===== src/rtl/wasca_perf_event_master_if.sv =====
// Avalon-MM write-only link from the perf event master to the performance counter's control slave.
// Handshake: a transfer is presented while avm_write=1; address/data stay stable until an edge with avm_waitrequest=0 accepts it.
interface wasca_perf_event_master_if;
  logic [2:0]  avm_address;
  logic        avm_write;
  logic [31:0] avm_writedata;
  logic        avm_waitrequest;

  modport master (
    output avm_address,
    output avm_write,
    output avm_writedata,
    input  avm_waitrequest
  );

  modport slave (
    input  avm_address,
    input  avm_write,
    input  avm_writedata,
    output avm_waitrequest
  );
endinterface


===== src/rtl/wasca_perf_event_master.sv =====
// Turns section start/stop/clear event pulses into queued Avalon-MM writes to the perf counter slave.
// One command is enqueued per cycle; losers and queue-full losses are counted in a saturating drop counter.
module wasca_perf_event_master #(
  parameter int DEPTH  = 4,
  parameter int DROP_W = 16
) (
  input  logic                      clk,
  input  logic                      reset,
  input  logic                      enable,
  input  logic [1:0]                start_evt,
  input  logic [1:0]                stop_evt,
  input  logic                      clear_evt,
  input  logic                      status_clr,
  wasca_perf_event_master_if.master avm,
  output logic                      busy,
  output logic                      overflow,
  output logic [DROP_W-1:0]         drop_count,
  output logic [1:0]                fsm_state
);

  localparam int PW = $clog2(DEPTH);
  localparam int CW = PW + 1;
  localparam int SW = DROP_W + 1;

  typedef enum logic [1:0] {
    S_IDLE  = 2'd0,
    S_WRITE = 2'd1,
    S_GAP   = 2'd2
  } state_t;

  // Queue entry: {is_clear, address}; data is 1 for CLEAR, 0 otherwise.
  logic [3:0]    mem [DEPTH];
  logic [PW-1:0] rd_ptr, wr_ptr, rd_next;
  logic [CW-1:0] count, count_d;

  state_t        state_q, state_d;
  logic          write_q, write_d;
  logic [2:0]    addr_q, addr_d;
  logic [31:0]   data_q, data_d;
  logic          pop;
  logic [3:0]    head;

  logic [4:0]    ev;
  logic [2:0]    n_set;
  logic          win_valid, win_clear;
  logic [2:0]    win_addr;
  logic          q_full, push_ok;
  logic [2:0]    lost;
  logic          mem_we;
  logic [PW-1:0] mem_waddr;

  logic [DROP_W-1:0] drop_base, drop_d;
  logic [SW-1:0]     drop_sum;

  // Event bits in priority order, MSB highest: clear, stop0, stop1, start0, start1.
  always_comb begin
    ev        = enable ? {clear_evt, stop_evt[0], stop_evt[1], start_evt[0], start_evt[1]} : 5'b0;
    n_set     = 3'd0;
    for (int i = 0; i < 5; i++) n_set = n_set + {2'b00, ev[i]};
    win_valid = 1'b1;
    win_clear = 1'b0;
    win_addr  = 3'd0;
    if (ev[4]) begin
      win_clear = 1'b1;
      win_addr  = 3'd0;
    end else if (ev[3]) begin
      win_addr  = 3'd0;
    end else if (ev[2]) begin
      win_addr  = 3'd4;
    end else if (ev[1]) begin
      win_addr  = 3'd1;
    end else if (ev[0]) begin
      win_addr  = 3'd5;
    end else begin
      win_valid = 1'b0;
    end
  end

  assign head = mem[rd_ptr];

  // Transfer FSM: IDLE loads the queue head, WRITE waits out the stall, GAP separates transfers.
  always_comb begin
    state_d = state_q;
    write_d = write_q;
    addr_d  = addr_q;
    data_d  = data_q;
    pop     = 1'b0;
    case (state_q)
      S_IDLE: begin
        if (count != '0) begin
          pop     = 1'b1;
          write_d = 1'b1;
          addr_d  = head[2:0];
          data_d  = {31'd0, head[3]};
          state_d = S_WRITE;
        end
      end
      S_WRITE: begin
        if (!avm.avm_waitrequest) begin
          write_d = 1'b0;
          state_d = S_GAP;
        end
      end
      S_GAP: begin
        state_d = S_IDLE;
      end
      default: begin
        write_d = 1'b0;
        state_d = S_IDLE;
      end
    endcase
  end

  // A full queue still accepts a push when the head leaves in the same cycle.
  always_comb begin
    q_full    = (count == CW'(DEPTH));
    push_ok   = win_valid && (win_clear || !q_full || pop);
    lost      = (win_valid ? n_set - 3'd1 : 3'd0) + {2'b00, win_valid && !push_ok};
    rd_next   = pop ? rd_ptr + PW'(1) : rd_ptr;
    mem_we    = push_ok;
    mem_waddr = win_clear ? rd_next : wr_ptr;
    if (win_clear) count_d = CW'(1);
    else           count_d = count + CW'(push_ok) - CW'(pop);
  end

  // A clear drops every not-yet-issued entry and leaves CLEAR as the sole entry.
  always_comb begin
    drop_base = status_clr ? '0 : drop_count;
    drop_sum  = {1'b0, drop_base} + SW'(lost);
    drop_d    = drop_sum[DROP_W] ? '1 : drop_sum[DROP_W-1:0];
  end

  always_ff @(posedge clk) begin
    if (mem_we) mem[mem_waddr] <= {win_clear, win_addr};
  end

  always_ff @(posedge clk or posedge reset) begin
    if (reset) begin
      rd_ptr <= '0;
      wr_ptr <= '0;
      count  <= '0;
    end else begin
      rd_ptr <= rd_next;
      count  <= count_d;
      if (win_clear)    wr_ptr <= rd_next + PW'(1);
      else if (push_ok) wr_ptr <= wr_ptr + PW'(1);
    end
  end

  always_ff @(posedge clk or posedge reset) begin
    if (reset) begin
      state_q <= S_IDLE;
      write_q <= 1'b0;
      addr_q  <= 3'd0;
      data_q  <= 32'd0;
      busy    <= 1'b0;
    end else begin
      state_q <= state_d;
      write_q <= write_d;
      addr_q  <= addr_d;
      data_q  <= data_d;
      busy    <= (count_d != '0) || (state_d != S_IDLE);
    end
  end

  // A loss in the same cycle as status_clr wins: counter restarts from the new losses.
  always_ff @(posedge clk or posedge reset) begin
    if (reset) begin
      overflow   <= 1'b0;
      drop_count <= '0;
    end else if (lost != 3'd0) begin
      overflow   <= 1'b1;
      drop_count <= drop_d;
    end else if (status_clr) begin
      overflow   <= 1'b0;
      drop_count <= '0;
    end
  end

  assign avm.avm_address   = addr_q;
  assign avm.avm_write     = write_q;
  assign avm.avm_writedata = data_q;
  assign fsm_state         = state_q;

endmodule


===== src/flat_wrapper.sv =====
// flat-port wrapper written by rule: the top's interface ports become plain ports
module wasca_perf_event_master_flat 
#(
  parameter int DEPTH  = 4,
  parameter int DROP_W = 16
)
  (clk, reset, enable, start_evt, stop_evt, clear_evt, status_clr, busy, overflow, drop_count, fsm_state, avm_avm_address, avm_avm_write, avm_avm_writedata, avm_avm_waitrequest);
  wasca_perf_event_master_if avm_i ();
  input  logic clk;
  input  logic reset;
  input  logic enable;
  input  logic [1:0] start_evt;
  input  logic [1:0] stop_evt;
  input  logic clear_evt;
  input  logic status_clr;
  output logic busy;
  output logic overflow;
  output logic [DROP_W-1:0] drop_count;
  output logic [1:0] fsm_state;
  output wire logic [$bits(avm_i.avm_address)-1:0] avm_avm_address;
  output wire logic [$bits(avm_i.avm_write)-1:0] avm_avm_write;
  output wire logic [$bits(avm_i.avm_writedata)-1:0] avm_avm_writedata;
  input wire logic [$bits(avm_i.avm_waitrequest)-1:0] avm_avm_waitrequest;
  assign avm_avm_address = avm_i.avm_address;
  assign avm_avm_write = avm_i.avm_write;
  assign avm_avm_writedata = avm_i.avm_writedata;
  assign avm_i.avm_waitrequest = avm_avm_waitrequest;
  wasca_perf_event_master #(.DEPTH(DEPTH), .DROP_W(DROP_W)) u_core (.clk(clk), .reset(reset), .enable(enable), .start_evt(start_evt), .stop_evt(stop_evt), .clear_evt(clear_evt), .status_clr(status_clr), .avm(avm_i), .busy(busy), .overflow(overflow), .drop_count(drop_count), .fsm_state(fsm_state));
endmodule

===== config.mk =====
export PLATFORM = sky130hd
export DESIGN_NAME = wasca_perf_event_master_flat
export DESIGN_NICKNAME = d
export VERILOG_FILES = /design/src/rtl/wasca_perf_event_master_if.sv /design/src/rtl/wasca_perf_event_master.sv /design/src/flat_wrapper.sv
export SDC_FILE = /design/constraint.sdc
export NUM_CORES = 1
export LEC_CHECK = 0
export CORE_ASPECT_RATIO = 0.9
export CORE_MARGIN = 1
export CORE_UTILIZATION = 45
export DETAILED_ROUTE_END_ITERATION = 8
export HOLD_SLACK_MARGIN = 0.02
export PLACE_DENSITY = 0.81
export RECOVER_POWER = 25
export SETUP_SLACK_MARGIN = 0.4
export SLEW_MARGIN = 20
export SYNTH_ARGS = -nofsm -noshare
export SYNTH_HDL_FRONTEND = slang
export SYNTH_SLANG_ARGS = --single-unit

===== constraint.sdc =====
create_clock -name clk -period 2.9 [get_ports clk]
set_input_delay 0.29 -clock clk [delete_from_list [all_inputs] [get_ports clk]]
set_output_delay 0.29 -clock clk [all_outputs]
set_load 0.01 [all_outputs]

==> results.yml <==
run_status:
  run_status: "finished with violations"
  violations: "max-capacitance violations, max-slew violations, negative setup slack"
critical_path:
  crit_chain: "buf_6 -> buf_8 -> nand2_8 -> ha_4 -> inv_4 -> ha_4 -> fa_2 -> fa_1 -> xnor2_2 -> nor2_1 -> xor2_2 -> ha_4 -> buf_6 -> buf_6 -> nand3_2 -> nand2_2 -> nor3b_4 -> nand3_2 -> mux2_4"
  cp_top_family: "adder cells"
  reg2reg_slack_ps: -90
  crit_required_ps: 3090
  startpoint_type: "primary input"
  critPathArrivalTime_ps: 3740
  worst_path_max_delay_cell: "fa_1"
  worst_setup_path_end_kind: "register"
  path_class: "primary input to register"
  slowest_delay_ps: 410
  cp_max_fo: 6
  worst-path-buf-inv: 5
placement:
  globalplace.congestion: 0.7897
  post-dp-hpwl_microns: 4164
  port_buffers: 33
clocking:
  path_clk_slew_ps: 80
  clk-insertion-delay-late_ps: 300
  clock_path_buffers: 2
  clkSinkCount: 43
  cts_buffers: 5
  cts_max_level: 2
  cts_tree: "built"
  cts_root_buf: "clkbuf_8"
routing:
  wl_per_cell_microns: 15.38
  firstDrtPassIters: 6
  via_count: 2151
  drc: 0
  ant_nets: 0
  viasPerCell: 5.234
  wl_microns: 6322
  drtIter0Drc: 124
yosys:
  netlist_area_sq_um: 2770
  synthFlopType: "dfrtp_1"
  netlist-cell-type-count: 50
  synthCells: 264
  async_reset_ff_frac: 0.7209
  ys_seq_area_frac: 0.4101
  synth_warnings: 0
  syn_avg_cell_area_sq_um: 10.49
  synth_edf_count: 12
  synth-seq-cells: 43
pwr:
  internal-power_mw: 1.753
  vdd_ir_drop_max_mv: 0.3025
  leakage_nw: 1.694
  p_seq_frac: 0.345
  switching_power_uw: 916.5
  p_total_mw: 2.669
  switching_share: 0.3434
  cellPowerDensity_nw_per_um2: 705.0
  power_frac_comb: 0.474
  p_clk_frac: 0.181
sta:
  finalSetupViolations: 17
  rsz0062_at_grt: "true"
  worst_slack_ps: -648.4
  fin_skew_ps: 8.909
  slew_headroom: -0.1207
  worst_pin_slew_ps: 1681
  max_freq_mhz: 281.8
  slew_violations: 32
  min_period_over_period: 1.224
  min_period_ps: 3548
  fin_hold_ws_ps: 493.0
  hold_viol_final: 0
cells_and_area:
  fin_nets: 370
  fillCellCount: 422
  area_growth_pct: 36.68
  final_core_util: 0.6538
  diodes: 0
  drive_gt1_frac: 0.3636
floorplanning:
  num_rows: 26
  die-area_sq_um: 6474
  core-area_sq_um: 5791
  fp.dieW_microns: 84.71
  ios: 66
  start_util: 0.4784
  die_h_microns: 76.44
global_route:
  overflow: 0
  grt_pass1_wl_microns: 9949
  grt_pass1_vias: 2132
  grt_max_degree: 32
  antenna_found_initial: 0
  track_usage: 0.1952
min_path:
  hp-class: "register to register"
job:
  drv_cap: 1
[cell usage in the layout (no fill, tap or decap), types with 6 or more instances in the layout]
master,Yosys,final
clkdlybuf4s50_1,0,28
conb_1,1,32
nand2b_1,6,6
ha_1,16,12
nor2_1,22,18
nand2_1,15,8
and2_1,9,9
buf_4,32,32
inv_1,15,13
nor2b_1,8,7
dfrtp_1,31,31
buf_6,2,10
mux2_4,0,6
edfxtp_1,12,12
clkbuf_8,0,6
[registers in the layout, indices dropped and copies added (netlist names)]
name                      count
u_core.fsm_state              2
u_core.wr_ptr                 2
u_core.count                  3
u_core.rd_ptr                 2
u_core.busy                   1
u_core.overflow               1
u_core.avm.avm_write          1
u_core.mem                   12
u_core.drop_count            16
u_core.avm.avm_writedata      1
u_core.avm.avm_address        2
[cells by family (layout without fill, tap and decap cells)]
| logic type | Yosys count | in the layout | synth area share |
|---|---|---|---|
| adders and majority gates | 20 | 20 | 0.1012 |
| and+or+nand+nor | 96 | 96 | 0.1987 |
| DFF | 43 | 43 | 0.4101 |
| muxes | 18 | 18 | 0.08356 |
| other | 1 | 32 | 0.001354 |
| AOI/OAI and AO/OA | 27 | 27 | 0.06323 |
| buffers and inverters | 53 | 99 | 0.1229 |
| xor gates and xnor gates | 6 | 6 | 0.01897 |
[power groups by stage]
| stage | combinational, mW | clock, mW | sequential, mW |
|---|---|---|---|
| 2_1_floorplan | 0.722 | 0 | 0.932 |
| 3_3_place_gp | 1.06 | 0 | 0.926 |
| 3_5_place_dp | 1.11 | 0 | 0.933 |
| 4_1_cts | 1.18 | 0.491 | 0.921 |
| 5_1_grt | 1.37 | 0.513 | 0.942 |
| 6_report | 1.27 | 0.484 | 0.920 |
[Yosys cell counts (3+ instances only)]
cell       n  area, sq um
a21oi_1    8        40.04
and2_1     9        56.30
and2b_2    3        26.28
and3_1     6        37.54
buf_4     32        240.2
clkbuf_1   3        11.26
dfrtp_1   31        775.7
edfxtp_1  12        360.4
fa_1       4        80.08
ha_1      16        200.2
inv_1     15        56.30
mux2_1     4        45.04
mux2_2     7        78.83
mux2i_1    4        40.04
mux4_2     3        67.56
nand2_1   15        56.30
nand2b_1   6        37.54
nand3_1    4        20.02
nor2_1    22        82.58
nor2b_1    8        50.05
nor3_1     6        30.03
o21ai_0    7        35.03
xnor2_1    4        35.03
[what timing repair did]
| item | 4_1_cts | 5_1_grt |
|---|---|---|
| pin swaps | 13 | 13 |
| hold buffers | 0 | 0 |
| cloned | 0 | 0 |
| setup endpoints to repair | 20 | 18 |
| resized for setup | 37 | 38 |
| setup buffers | 5 | 4 |
[metrics by stage]
| stage | setup TNS, ps | cell area [sq um] | std cells | setup slack (ps) |
|---|---|---|---|---|
| floorplan | -8682 | 2988 | 295 | -625.4 |
| finish | -9525 | 3786 | 411 | -648.4 |
| detailed placement | -22280 | 3367 | 394 | -1402 |
| CTS | -9006 | 3597 | 407 | -598.8 |
| global route | -11350 | 3786 | 411 | -749.5 |
| global placement | -20190 | 3367 | 394 | -1261 |
[layout make-up]
| class | instances | area (sq um) | area share |
|---|---|---|---|
| Clock inverter | 2 | 35.03 | 0.009253 |
| Multi-Input combinational cell | 199 | 1705 | 0.4504 |
| Inverter | 15 | 58.81 | 0.01553 |
| Tap cell | 70 | 87.58 | 0.02313 |
| Timing Repair Buffer | 76 | 680.7 | 0.1798 |
| Clock buffer | 6 | 82.58 | 0.02181 |
| Sequential cell | 43 | 1136 | 0.3001 |
[path summary, 6_finish.rpt]
path / startpoint / to / cells after the start
min in group asynchronous: reset / u_core.fsm_state[0] / 3
min reg2reg: u_core.avm.avm_write / u_core.avm.avm_write / 1
max reg2reg: u_core.count[1] / u_core.drop_count[13] / 14
max: enable / u_core.drop_count[13] / 19
max in group asynchronous: reset / u_core.wr_ptr[1] / 3
min: u_core.avm.avm_write / u_core.avm.avm_write / 1
[per-layer routing]
| metal | part of all wire | wire (microns) | track usage | up-vias |
|---|---|---|---|---|
| li1 | - | - | - | 988 |
| met1 | 0.41 | 2592 | 0.2400 | 1051 |
| met2 | 0.51 | 3202 | 0.3333 | 90 |
| met3 | 0.049 | 308 | 0.03250 | 22 |
| met4 | 0.035 | 219 | 0.09322 | 0 |
| met5 | 0 | 0 | 0 | - |
Note: power is estimated with default switching activity, not from simulation.
